## config.mk

```make
export PLATFORM = sky130hd
export DESIGN_NAME = flag_uart_tx
export DESIGN_NICKNAME = d
export VERILOG_FILES = /design/src/rtl/flag_uart_tx.sv
export SDC_FILE = /design/constraint.sdc
export NUM_CORES = 1
export LEC_CHECK = 0
export CORE_ASPECT_RATIO = 0.7
export CORE_UTILIZATION = 59
export CTS_CLUSTER_DIAMETER = 120
export DETAILED_ROUTE_END_ITERATION = 8
export GPL_TIMING_DRIVEN = 0
export PLACE_DENSITY = 0.85
export RECOVER_POWER = 50
export SLEW_MARGIN = 10
export SYNTH_ARGS = -nofsm -noshare
export SYNTH_HDL_FRONTEND = slang
export SYNTH_SLANG_ARGS = --single-unit
export TNS_END_PERCENT = 1
```

## constraint.sdc

```tcl
create_clock -name clk -period 3.3 [get_ports clk]
set_input_delay 0.33 -clock clk [delete_from_list [all_inputs] [get_ports clk]]
set_output_delay 0.33 -clock clk [all_outputs]
set_load 0.005 [all_outputs]
```

## src/rtl/flag_uart_tx.sv

```systemverilog
// Buffers decoded flag bytes in a 4-entry FIFO and serializes them as 8N1 UART frames.
// Byte to tx-low latency is two edges from an empty/idle state; in_ready drops while the FIFO is full.
module flag_uart_tx #(
  parameter int CLKS_PER_BIT = 868,
  parameter int FIFO_DEPTH   = 4
) (
  input  logic       clk,
  input  logic       rst,
  input  logic [7:0] in_data,
  input  logic       in_valid,
  output logic       in_ready,
  output logic       tx,
  output logic       busy,
  output logic [2:0] fifo_count
);

  localparam int BW = (CLKS_PER_BIT > 2) ? $clog2(CLKS_PER_BIT) : 1;
  localparam logic [BW-1:0] BAUD_LAST = BW'(CLKS_PER_BIT - 1);

  typedef enum logic [1:0] {IDLE, START, DATA, STOP} state_t;

  state_t        state_q, state_d;
  logic [BW-1:0] baud_q, baud_d;
  logic [2:0]    bit_q, bit_d;
  logic [7:0]    shift_q, shift_d;
  logic          tx_q, tx_d;
  logic [7:0]    mem_q [4];
  logic [7:0]    mem_d [4];
  logic [1:0]    wr_q, wr_d;
  logic [1:0]    rd_q, rd_d;
  logic [2:0]    count_q, count_d;
  logic          push, pop, baud_done;

  // No bypass: a full FIFO refuses input even on a cycle where the serializer pops.
  assign in_ready   = (count_q < 3'(FIFO_DEPTH)) && !rst;
  assign push       = in_valid && in_ready;
  assign baud_done  = (baud_q == BAUD_LAST);
  assign tx         = tx_q;
  assign busy       = (state_q != IDLE);
  assign fifo_count = count_q;

  always_comb begin
    state_d = state_q;
    baud_d  = baud_q;
    bit_d   = bit_q;
    shift_d = shift_q;
    tx_d    = tx_q;
    pop     = 1'b0;
    case (state_q)
      IDLE: begin
        tx_d = 1'b1;
        if (count_q != 3'd0) begin
          pop     = 1'b1;
          shift_d = mem_q[rd_q];
          tx_d    = 1'b0;
          baud_d  = '0;
          state_d = START;
        end
      end
      START: begin
        if (baud_done) begin
          baud_d  = '0;
          bit_d   = 3'd0;
          tx_d    = shift_q[0];
          shift_d = {1'b0, shift_q[7:1]};
          state_d = DATA;
        end else begin
          baud_d = baud_q + 1'b1;
        end
      end
      DATA: begin
        if (baud_done) begin
          baud_d = '0;
          if (bit_q == 3'd7) begin
            tx_d    = 1'b1;
            state_d = STOP;
          end else begin
            bit_d   = bit_q + 3'd1;
            tx_d    = shift_q[0];
            shift_d = {1'b0, shift_q[7:1]};
          end
        end else begin
          baud_d = baud_q + 1'b1;
        end
      end
      STOP: begin
        if (baud_done) begin
          baud_d = '0;
          // Chain straight into the next start bit when another byte is waiting.
          if (count_q != 3'd0) begin
            pop     = 1'b1;
            shift_d = mem_q[rd_q];
            tx_d    = 1'b0;
            state_d = START;
          end else begin
            state_d = IDLE;
          end
        end else begin
          baud_d = baud_q + 1'b1;
        end
      end
      default: state_d = IDLE;
    endcase
  end

  always_comb begin
    mem_d   = mem_q;
    wr_d    = wr_q;
    rd_d    = rd_q;
    count_d = count_q;
    if (push) begin
      mem_d[wr_q] = in_data;
      wr_d        = wr_q + 2'd1;
    end
    if (pop) begin
      rd_d = rd_q + 2'd1;
    end
    case ({push, pop})
      2'b10:   count_d = count_q + 3'd1;
      2'b01:   count_d = count_q - 3'd1;
      default: count_d = count_q;
    endcase
  end

  always_ff @(posedge clk) begin
    if (rst) begin
      state_q <= IDLE;
      baud_q  <= '0;
      bit_q   <= 3'd0;
      shift_q <= 8'd0;
      tx_q    <= 1'b1;
      wr_q    <= 2'd0;
      rd_q    <= 2'd0;
      count_q <= 3'd0;
    end else begin
      state_q <= state_d;
      baud_q  <= baud_d;
      bit_q   <= bit_d;
      shift_q <= shift_d;
      tx_q    <= tx_d;
      wr_q    <= wr_d;
      rd_q    <= rd_d;
      count_q <= count_d;
    end
  end

  always_ff @(posedge clk) begin
    mem_q <= mem_d;
  end

endmodule

```

==> reports/results.tsv <==
metric	value	unit
status	completed	
max-cap viol count	0	
Worst-Skew Late Latency	0.34	ns
Avg Cell Area, Syn	12.23	um^2
GRT Total Usage	24.58	%
Layout Cells excl Fill	322	
RSZ-0062 raised after global routing	false	
DRT Pass-1 Iters	4	
Hold Vio Cnt, Final	0	
Synth cell types	45	
Core Region	0.004504	mm^2
Post-DRT Antenna Nets	0	
area delta synth->final	16.21	%
Tcrit/Tclk final	79.52	%
Post-synth EDFFs	32	
1st-iter DRT viols	156	
critical path cell sequence	inv_1 > ha_1 > inv_1 > nand2_1 > nor2_1 > ha_1 > inv_1 > fa_1 > xor2_1 > or3_1 > a21oi_1	
CP endpoint kind	register	
hold_buf cts	0	
Slew Limit Fails	0	
commonest non-fill, non-tap cell in the layout	edfxtp_1	
boundary pin count	17	
CTS tree	done	
number of diodes	0	
share of layout cells above drive strength 1	12.73	%
clock sink count	63	
Num CTS Buffers	9	
first-pass GRT wire length	9.114	mm
CP Launch Type	register	
post-synthesis instance total	236	
Post-Syn Area	0.002887	mm^2
Tmin final	2.624	ns
wire length per cell	17.02	um
Top cell by count, worst path	inv_1	
Slowest Stage Delay on Critical Path	0.40	ns
post_cts resized	0	
Worst VDD drop	660.4	uV
P per Cell Area	902.8	mW/mm^2
Placer Congestion	0.8748	
Main synth FF type	edfxtp_1	
Worst Path Max Fanout	5	
setup TNS	0	ns
Die Height	60.52	um
Critical Path AT	2.89	ns
number of setup buffers added after CTS	0	
Post-Place Cells	306	
Seq/Total Area, Yosys	54.79	%
crit path kind	register to register	
nets	287	
Ys Warns	0	
switching share of power	36.28	%
setup violators final	0	
design area	0.003354	mm^2
Peak Freq	0.3811	GHz
NetSw	1.099	mW
die area	0.005181	mm^2
clk buf depth	2	
DP Worst Slack	0.7074	ns
Finished Core Util	74.47	%
Pwr Total	3.028	mW
Starting Density	64.08	%
H-tree depth	3	
relative slew slack	58.02	%
Worst-Margin Slew	0.6283	ns
setup ws final	0.6757	ns
DP HPWL	3.753	mm
Clock Power Share	27.2	%
vias per inst	6.093	
dpl cell area	0.003105	mm^2
Gate power share	39.3	%
LEAKAGE	1.200	nW
Critical Path RT	3.57	ns
R2R Setup Slk	0.68	ns
# port buffers	15	
DRC	0	
vias in the first global route	1850	
WHS	0.4834	ns
Worst Hold Class	input port to register	
Seq pwr share	33.5	%
detailed-route via count	1962	
Pint	1.930	mW
initial antenna violation count	0	
Die Span X	85.60	um
drt total wl	5.479	mm
flops & latches, synth	63	
Post-Syn Nets	261	
Overflow after GRT	0	
Setup Skew	0.01318	ns
largest net degree at the start of global routing	14	
most frequent cells in the layout	edfxtp_1, dfxtp_1, a21oi_1	
Async SR Flop Fraction	0	%
row cnt	20	
clock-pin slew on the worst setup and hold paths	0.07	ns
Crit-path slowest cell	dfxtp_1	
CTS Root Cell	clkbuf_8	
==> flip-flops by register name, indices dropped and copies added (netlist names), 2 cells and up <==
name / count
mem_q: 32
wr_q: 2
shift_q: 8
bit_q: 3
state_q: 2
rd_q: 2
fifo_count: 3
baud_q: 10
==> synthesized netlist by cell type, types with 4 or more instances <==
cell type  instances  area (um^2)
ha_1              13        162.7
mux4_2             8        180.2
o21ai_0            6        30.03
clkbuf_1           6        22.52
xnor2_1            7        61.31
nor3_1             4        20.02
a21oi_1           19        95.09
dfxtp_1           31        620.6
a211oi_1           4        30.03
or3_1              4        25.02
mux2i_1            7        70.07
xor2_1             4        35.03
and3_1             4        25.02
nand2_1           11        41.29
a311oi_1           7        61.31
inv_1             12        45.04
nor2_1            18        67.56
edfxtp_1          32        960.9
==> critical path, delay by kind of cell, from the launching register on <==
kind | cells | cell delay (ns)
XOR/XNOR | 1 | 0.15
buffers and inverters | 3 | 0.34
AND/OR/NAND/NOR | 3 | 0.62
AO/OA/AOI/OAI | 1 | 0.13
flip-flops | 1 | 0.40
adder cells (fa/ha/maj) | 3 | 0.92
==> final timing paths <==
kind	to	from	cells past startpoint
max	fifo_count[2]	state_q[1]	11
min	wr_q[1]	rst	2
max reg2reg	fifo_count[2]	state_q[1]	11
min reg2reg	shift_q[7]	shift_q[7]	2
==> final cells by class <==
class / count / area [um^2]
tap: 55 / 68.82
clock inverter: 7 / 125.1
timing repair buffer: 15 / 150.1
clock buffer: 9 / 123.9
multi-input combinational: 151 / 1215
buffer: 10 / 45.04
fill: 282 / 1150
inverter: 12 / 45.04
sequential: 63 / 1582
==> routing by layer <==
| metal | global-route usage (%) | part of all wire, % |
|---|---|---|
| met1 | 33.00 | 48 |
| met2 | 37.03 | 46 |
| met3 | 10.07 | 5.6 |
| met4 | 8.095 | 1.1 |
| met5 | 0 | 0 |
==> power groups by stage <==
stage	clock, mW	sequential [mW]	combinational [mW]
floorplan	0	1.01	0.870
global placement	0	1.02	1.13
detailed placement	0	1.03	1.17
CTS	0.838	1.01	1.18
global route	0.875	1.03	1.33
finish	0.823	1.02	1.19
==> kinds of logic after synthesis <==
logic type	Yosys count	synth area share [%]
AO/OA/AOI/OAI	51	11.88
XOR/XNOR	11	3.338
adder cells (fa/ha/maj)	14	6.329
buffers and inverters	22	3.121
flip-flops	63	54.79
multiplexers	15	8.669
AND/OR/NAND/NOR	60	11.88
Note: power is estimated with default switching activity, not from simulation.
